### src/rtl/hazard_fwd_ctrl_pkg.sv
// Shared definitions for the decode-side hazard and forwarding controller.
//   RAW_DEF / DW_DEF : default register-address and data widths
//   fwd_src_e        : which source feeds a forwarded operand
package hazard_fwd_ctrl_pkg;

  localparam int RAW_DEF = 5;
  localparam int DW_DEF  = 32;

  typedef enum logic [1:0] {
    FWD_ZERO,
    FWD_EXE,
    FWD_WB,
    FWD_RF
  } fwd_src_e;

endpackage

### src/rtl/hazard_fwd_ctrl_fwd_mux.sv
// Priority operand select for one decode source register.
// Order: x0/disabled -> 0, execute result, write-back data, register file.
// Ports:
//   i_rs_en, i_rs        decode read enable and address
//   i_exe_rd_en/_rd/_rd_data  single-cycle execute result
//   i_wb_rd_en/_rd/_rd_data   write-back result
//   i_rf_data            register file read data
//   o_data               forwarded operand
module hazard_fwd_ctrl_fwd_mux
  import hazard_fwd_ctrl_pkg::*;
#(
  parameter int RAW = RAW_DEF,
  parameter int DW  = DW_DEF
) (
  input  logic           i_rs_en,
  input  logic [RAW-1:0] i_rs,
  input  logic           i_exe_rd_en,
  input  logic [RAW-1:0] i_exe_rd,
  input  logic [DW-1:0]  i_exe_rd_data,
  input  logic           i_wb_rd_en,
  input  logic [RAW-1:0] i_wb_rd,
  input  logic [DW-1:0]  i_wb_rd_data,
  input  logic [DW-1:0]  i_rf_data,
  output logic [DW-1:0]  o_data
);

  fwd_src_e sel;

  always_comb begin
    sel = FWD_RF;
    if (!i_rs_en || (i_rs == '0)) begin
      sel = FWD_ZERO;
    end else if (i_exe_rd_en && (i_exe_rd == i_rs)) begin
      sel = FWD_EXE;
    end else if (i_wb_rd_en && (i_wb_rd == i_rs)) begin
      sel = FWD_WB;
    end
  end

  always_comb begin
    o_data = '0;
    unique case (sel)
      FWD_ZERO: o_data = '0;
      FWD_EXE:  o_data = i_exe_rd_data;
      FWD_WB:   o_data = i_wb_rd_data;
      FWD_RF:   o_data = i_rf_data;
      default:  o_data = '0;
    endcase
  end

endmodule

### src/rtl/hazard_fwd_ctrl.sv
// Decode-side hazard and forwarding controller feeding the decode->execute
// register. Tracks in-flight long-latency writes (loads, divides) in a
// per-register scoreboard, holds decode on a read-after-write hit, and
// bypasses operands from execute, write-back or the register file.
// Ports:
//   clk, rst_n                 clock, asynchronous active-low reset
//   i_jump_valid               execute redirect; flushes decode, overrides hold
//   i_rs_1_en/_rs_1, i_rs_2_en/_rs_2   decode source reads
//   i_rd_en/_rd, i_long_op     decode destination and long-op marker
//   i_rf_rs_1_data/_rs_2_data  register file read data
//   i_exe_rd_en/_rd/_rd_data   single-cycle execute result
//   i_wb_rd_en/_rd/_rd_data, i_wb_long  write-back result
//   o_holding, o_flush         hold / flush to the pipeline register
//   o_rs_1_data, o_rs_2_data   forwarded operands
//   o_stall_timeout            sticky: a hold run reached STALL_MAX cycles
//   o_stall_cnt                saturating total of hold cycles
module hazard_fwd_ctrl
  import hazard_fwd_ctrl_pkg::*;
#(
  parameter int RAW       = RAW_DEF,
  parameter int DW        = DW_DEF,
  parameter int STALL_MAX = 64,
  parameter int CW        = 32
) (
  input  logic           clk,
  input  logic           rst_n,
  input  logic           i_jump_valid,
  input  logic           i_rs_1_en,
  input  logic [RAW-1:0] i_rs_1,
  input  logic           i_rs_2_en,
  input  logic [RAW-1:0] i_rs_2,
  input  logic           i_rd_en,
  input  logic [RAW-1:0] i_rd,
  input  logic           i_long_op,
  input  logic [DW-1:0]  i_rf_rs_1_data,
  input  logic [DW-1:0]  i_rf_rs_2_data,
  input  logic           i_exe_rd_en,
  input  logic [RAW-1:0] i_exe_rd,
  input  logic [DW-1:0]  i_exe_rd_data,
  input  logic           i_wb_rd_en,
  input  logic [RAW-1:0] i_wb_rd,
  input  logic [DW-1:0]  i_wb_rd_data,
  input  logic           i_wb_long,
  output logic           o_holding,
  output logic           o_flush,
  output logic [DW-1:0]  o_rs_1_data,
  output logic [DW-1:0]  o_rs_2_data,
  output logic           o_stall_timeout,
  output logic [CW-1:0]  o_stall_cnt
);

  localparam int NREG = 2 ** RAW;
  localparam int RUNW = $clog2(STALL_MAX + 1);
  localparam logic [RUNW-1:0] RUN_MAX = RUNW'(STALL_MAX);

  logic [NREG-1:0] sb_q, sb_d;
  logic [RUNW-1:0] run_q, run_d;
  logic            timeout_q, timeout_d;
  logic [CW-1:0]   cnt_q, cnt_d;

  logic wb_retire;
  logic hit_1, hit_2;
  logic issue;

  assign wb_retire = i_wb_rd_en && i_wb_long;

  // A long op completing this cycle resolves its hazard now: the data is
  // on the write-back bus and the mux forwards it.
  assign hit_1 = i_rs_1_en && (i_rs_1 != '0) && sb_q[i_rs_1] &&
                 !(wb_retire && (i_wb_rd == i_rs_1));
  assign hit_2 = i_rs_2_en && (i_rs_2 != '0) && sb_q[i_rs_2] &&
                 !(wb_retire && (i_wb_rd == i_rs_2));

  assign o_holding = (hit_1 || hit_2) && !i_jump_valid;
  assign o_flush   = i_jump_valid;

  assign issue = !o_holding && !i_jump_valid && i_rd_en && i_long_op &&
                 (i_rd != '0);

  always_comb begin
    sb_d = sb_q;
    if (wb_retire) begin
      sb_d[i_wb_rd] = 1'b0;
    end
    // Issue is applied after retire so a same-index collision leaves it set.
    if (issue) begin
      sb_d[i_rd] = 1'b1;
    end
    sb_d[0] = 1'b0;

    run_d     = '0;
    cnt_d     = cnt_q;
    timeout_d = timeout_q;
    if (o_holding) begin
      run_d = (run_q == RUN_MAX) ? run_q : run_q + 1'b1;
      if (cnt_q != '1) begin
        cnt_d = cnt_q + 1'b1;
      end
    end
    if (run_d == RUN_MAX) begin
      timeout_d = 1'b1;
    end
  end

  always_ff @(posedge clk or negedge rst_n) begin
    if (!rst_n) begin
      sb_q      <= '0;
      run_q     <= '0;
      timeout_q <= 1'b0;
      cnt_q     <= '0;
    end else begin
      sb_q      <= sb_d;
      run_q     <= run_d;
      timeout_q <= timeout_d;
      cnt_q     <= cnt_d;
    end
  end

  assign o_stall_timeout = timeout_q;
  assign o_stall_cnt     = cnt_q;

  hazard_fwd_ctrl_fwd_mux #(.RAW(RAW), .DW(DW)) u_fwd_1 (
    .i_rs_en       (i_rs_1_en),
    .i_rs          (i_rs_1),
    .i_exe_rd_en   (i_exe_rd_en),
    .i_exe_rd      (i_exe_rd),
    .i_exe_rd_data (i_exe_rd_data),
    .i_wb_rd_en    (i_wb_rd_en),
    .i_wb_rd       (i_wb_rd),
    .i_wb_rd_data  (i_wb_rd_data),
    .i_rf_data     (i_rf_rs_1_data),
    .o_data        (o_rs_1_data)
  );

  hazard_fwd_ctrl_fwd_mux #(.RAW(RAW), .DW(DW)) u_fwd_2 (
    .i_rs_en       (i_rs_2_en),
    .i_rs          (i_rs_2),
    .i_exe_rd_en   (i_exe_rd_en),
    .i_exe_rd      (i_exe_rd),
    .i_exe_rd_data (i_exe_rd_data),
    .i_wb_rd_en    (i_wb_rd_en),
    .i_wb_rd       (i_wb_rd),
    .i_wb_rd_data  (i_wb_rd_data),
    .i_rf_data     (i_rf_rs_2_data),
    .o_data        (o_rs_2_data)
  );

endmodule
### config.mk
export PLATFORM = sky130hd
export DESIGN_NAME = hazard_fwd_ctrl
export DESIGN_NICKNAME = d
export VERILOG_FILES = /design/src/rtl/hazard_fwd_ctrl_pkg.sv /design/src/rtl/hazard_fwd_ctrl_fwd_mux.sv /design/src/rtl/hazard_fwd_ctrl.sv
export SDC_FILE = /design/constraint.sdc
export NUM_CORES = 1
export LEC_CHECK = 0
export ABC_CLOCK_PERIOD_IN_PS = 2400
export BUFFER_PORTS_ARGS = -buffer_cell sky130_fd_sc_hd__buf_2
export CORE_MARGIN = 10
export CORE_UTILIZATION = 40
export DETAILED_ROUTE_END_ITERATION = 7
export HOLD_SLACK_MARGIN = 0.1
export PLACE_DENSITY = 0.7
export SETUP_SLACK_MARGIN = 0.1
export SYNTH_ARGS = -nofsm -noshare
export SYNTH_HDL_FRONTEND = slang
export SYNTH_SLANG_ARGS = --single-unit
### constraint.sdc
create_clock -name clk -period 2.4 [get_ports clk]
set_input_delay 0.24 -clock clk [delete_from_list [all_inputs] [get_ports clk]]
set_output_delay 0.24 -clock clk [all_outputs]
set_load 0.01 [all_outputs]
==> impl_metrics.csv <==
group,metric,value,unit
global_routing,antenna_found_initial,0,
critical_path,reg2reg_from,"sb_q[5]$_DFF_PN0_",
critical_path,critical_path_class,"register to output pin",
floorplanning,die_area,20000,um2
floorplanning,fp.dieH,141,um
pwr,pwr_density_cell,470,nW/um2
synthesis,yosysSeqAreaShare,0.301,
sta,timing.final.crit_period,2.58,ns
layout,fillers,1241,
synthesis,synth_fa_ha_area_frac,0.00636,
status,outcome,"finished, violations left",
critical_path,reg2reg_depth,10,
floorplanning,die_x,141,um
floorplanning,ios,262,
critical_path,cp.arrival,2.34,ns
synthesis,synth.area.mux_share,0.181,
critical_path,end_kind,"output pin",
sta,fin_crit_sh,1.08,
floorplanning,rows,44,
floorplanning,start_util,0.408,
layout,diodes,0,
critical_path,cp-start-kind,"register",
layout,nets,1106,
sta,worst-slew-pin-transition,0.652,ns
route,drtPass1Iterations,5,
job,maxCapViolCount,0,
synthesis,synth_common_cells,"nor2_1, mux2i_1, dfrtp_1",
sta,finalSetupViolations,46,
sta,max_freq,0.387,GHz
synthesis,synth-compound-area-share,0.173,
synthesis,netlist_instances,659,
global_routing,grt_max_degree,57,
route,route.detailed.drc,0,
critical_path,worstPathMaxFanout,2,
sta,slew_headroom,0.566,
critical_path,crit_path_cell_trace,"mux4_2, mux2_4, o311a_1, a32oi_2, buf_12, inv_2, buf_6",
synthesis,synthXorXnorAreaFrac,0.0876,
sta,finalClockSkew,0.0101,ns
synthesis,synthTopCellsByArea,"dfrtp_1, mux2i_1, a211oi_1",
synthesis,syn_area,5900,um2
synthesis,synth_area_per_cell,8.95,um2
pwr,p_leak,4.01,nW
sta,setup_slack,-0.185,ns
status,violations,"setup timing",
clock_network,cts_tree,"done",
global_routing,grt.overflow.total,0,
worst_hold_path,min_from,"i_rd[3]",
worst_hold_path,hold_end,"sb_q[2]$_DFF_PN0_",
synthesis,synth_most_common_cell,"nor2_1",
synthesis,synth_top_cell_area_share,0.301,
clock_network,cts.sinks,71,
clock_network,cts_buffer_depth,2,
clock_network,htreeDepth,3,
global_routing,grt_use_total,0.218,
global_routing,grt_pass1_vias,6482,
clock_network,numCtsBuffers,9,
pwr,vdd_ir_drop_max,0.000763,V
global_routing,grt_pass1_wl,35600,um
critical_path,slowest_delay,0.47,ns
clock_network,cts.clk_slew.worst_paths,0.07,ns
critical_path,r2r-end,"o_stall_cnt[26]$_DFFE_PN0P_",
critical_path,cp_slowest_cell,"mux4_2",
floorplanning,coreArea,14500,um2
route,wl_per_cell,21.3,um
route,drt_iter0_markers,386,
layout,drive_above_1_share,0.458,
critical_path,required,2.16,ns
layout,finalCoreUtilization,0.597,
synthesis,yosys.area_share.simple,0.198,
route,vias,6442,
placed_design,port_buffers,261,
synthesis,synth-main-ff-cell,"dfrtp_1",
clock_network,clkLatencyLatePin,0.34,ns
route,wl,24000,um
worst_hold_path,min_path_type,"input port to register",
sta,rsz0062_at_grt,"yes",
critical_path,startpoint,"sb_q[5]$_DFF_PN0_",
route,via_per_inst,5.71,
clock_network,clock-root-buffer,"clkbuf_16",
placed_design,dp_hpwl,18100,um
synthesis,syn_nets,825,
route,final_antenna_net_count,0,
synthesis,yosys.area.top_type,"dfrtp_1",
synthesis,synth_top_family_by_area,"simple AND/OR/NAND/NOR gates",
synthesis,async_flop_share,1.00,
critical_path,regToRegSetupSlack,-0.16,ns
sta,final-hold-violation-count,0,
synthesis,yosysUniqueCellTypes,53,
synthesis,synth-edff-count,0,
placed_design,globalplace.congestion,0.906,
synthesis,yosysWarnings,0,
pwr,design_power_total,4.06,mW
synthesis,ys_ff_latch,71,
layout,areaGrowthSynthToFinish,46.4,%
sta,drv_slew,0,
worst_hold_path,holdPathStages,4,
-- metal layers --
layer | vias to the layer above | part of all wire | global-route usage
met1 | 3102 | 0.41 | 0.269
met4 | 0 | 0.024 | 0.0586
li1 | 2991 | - | -
met5 | - | 0 | 0
met2 | 304 | 0.49 | 0.369
met3 | 45 | 0.076 | 0.0547
-- what timing repair did --
| action | in CTS | in global routing |
|---|---|---|
| gates cloned | 2 | 1 |
| pin swaps | 16 | 39 |
| setup endpoints to repair | 53 | 130 |
| hold buffers | 1 | 0 |
| buffers inserted | 2 | 8 |
| endpoints found under the hold margin | 26 | 0 |
| gates resized for setup | 31 | 70 |
-- sequential cells by signal, indices dropped and copies added, names as in the netlist --
signal / flops
o_stall_cnt: 32
run_q: 7
o_stall_timeout: 1
sb_q: 31
-- report_power, final --
part / total, mW / internal [mW] / leakage [nW] / switching [mW]
Combinational: 1.22 / 0.584 / 2.93 / 0.639
Sequential: 1.47 / 1.33 / 0.936 / 0.140
Clock: 1.37 / 0.816 / 0.143 / 0.558
Total: 4.06 / 2.73 / 4.01 / 1.34
-- cells in the final DEF, fill, tap and decap left out, types with 12 or more instances in the layout --
| cell type | n |
|---|---|
| nor2_1 | 84 |
| nand2_1 | 31 |
| buf_2 | 258 |
| a211oi_1 | 62 |
| o21ai_2 | 16 |
| dfrtp_1 | 71 |
| mux2i_1 | 76 |
| xnor2_1 | 19 |
| nand3_1 | 21 |
| o21ai_0 | 28 |
| buf_4 | 38 |
| buf_12 | 12 |
| xor2_1 | 39 |
-- through the flow --
step	TNS (ns)	setup slack [ns]	cell area, um2	cells	hold slack, ns
after global placement	-3.14	-0.138	7650	1100	0.299
final	-4.03	-0.185	8640	1129	0.304
after global routing	-7.02	-0.249	8640	1129	0.330
after floorplan	0	0.0300	5920	659	-0.0556
after CTS	-1.43	-0.181	8200	1121	0.296
after detailed placement	-4.26	-0.181	7650	1100	0.294
-- worst max-delay path, delay by kind of cell (launching register included) --
family                 cells  cell delay [ns]
flip-flops                 1             0.41
buffers and inverters      3             0.30
AO/OA/AOI/OAI              2             0.55
multiplexers               2             0.75
-- logic make-up after synthesis --
group	Yosys count
flops	71
fa+ha+maj	3
simple gates	227
mux	92
buf+inv	62
compound gates	145
xor+xnor	59
-- worst max path at each step --
stage / to / slack [ns] / depth (start not counted)
after floorplan: sb_q[14]$_DFF_PN0_ / 0.03 / 8
after global placement: sb_q[22]$_DFF_PN0_ / -0.14 / 9
after detailed placement: o_stall_cnt[19]$_DFFE_PN0P_ / -0.18 / 10
after CTS: o_holding / -0.18 / 7
after global routing: o_holding / -0.25 / 7
final: o_holding / -0.18 / 7
-- layout make-up --
type | instances | area (um2) | share of cell area
Multi-Input combinational cell | 526 | 4260 | 0.493
Timing Repair Buffer | 322 | 2030 | 0.235
Sequential cell | 71 | 1780 | 0.206
Tap cell | 184 | 230 | 0.0266
Clock buffer | 9 | 225 | 0.0261
Clock inverter | 7 | 80.1 | 0.00927
Inverter | 10 | 37.5 | 0.00434
Power figures use the tool's default switching activity.
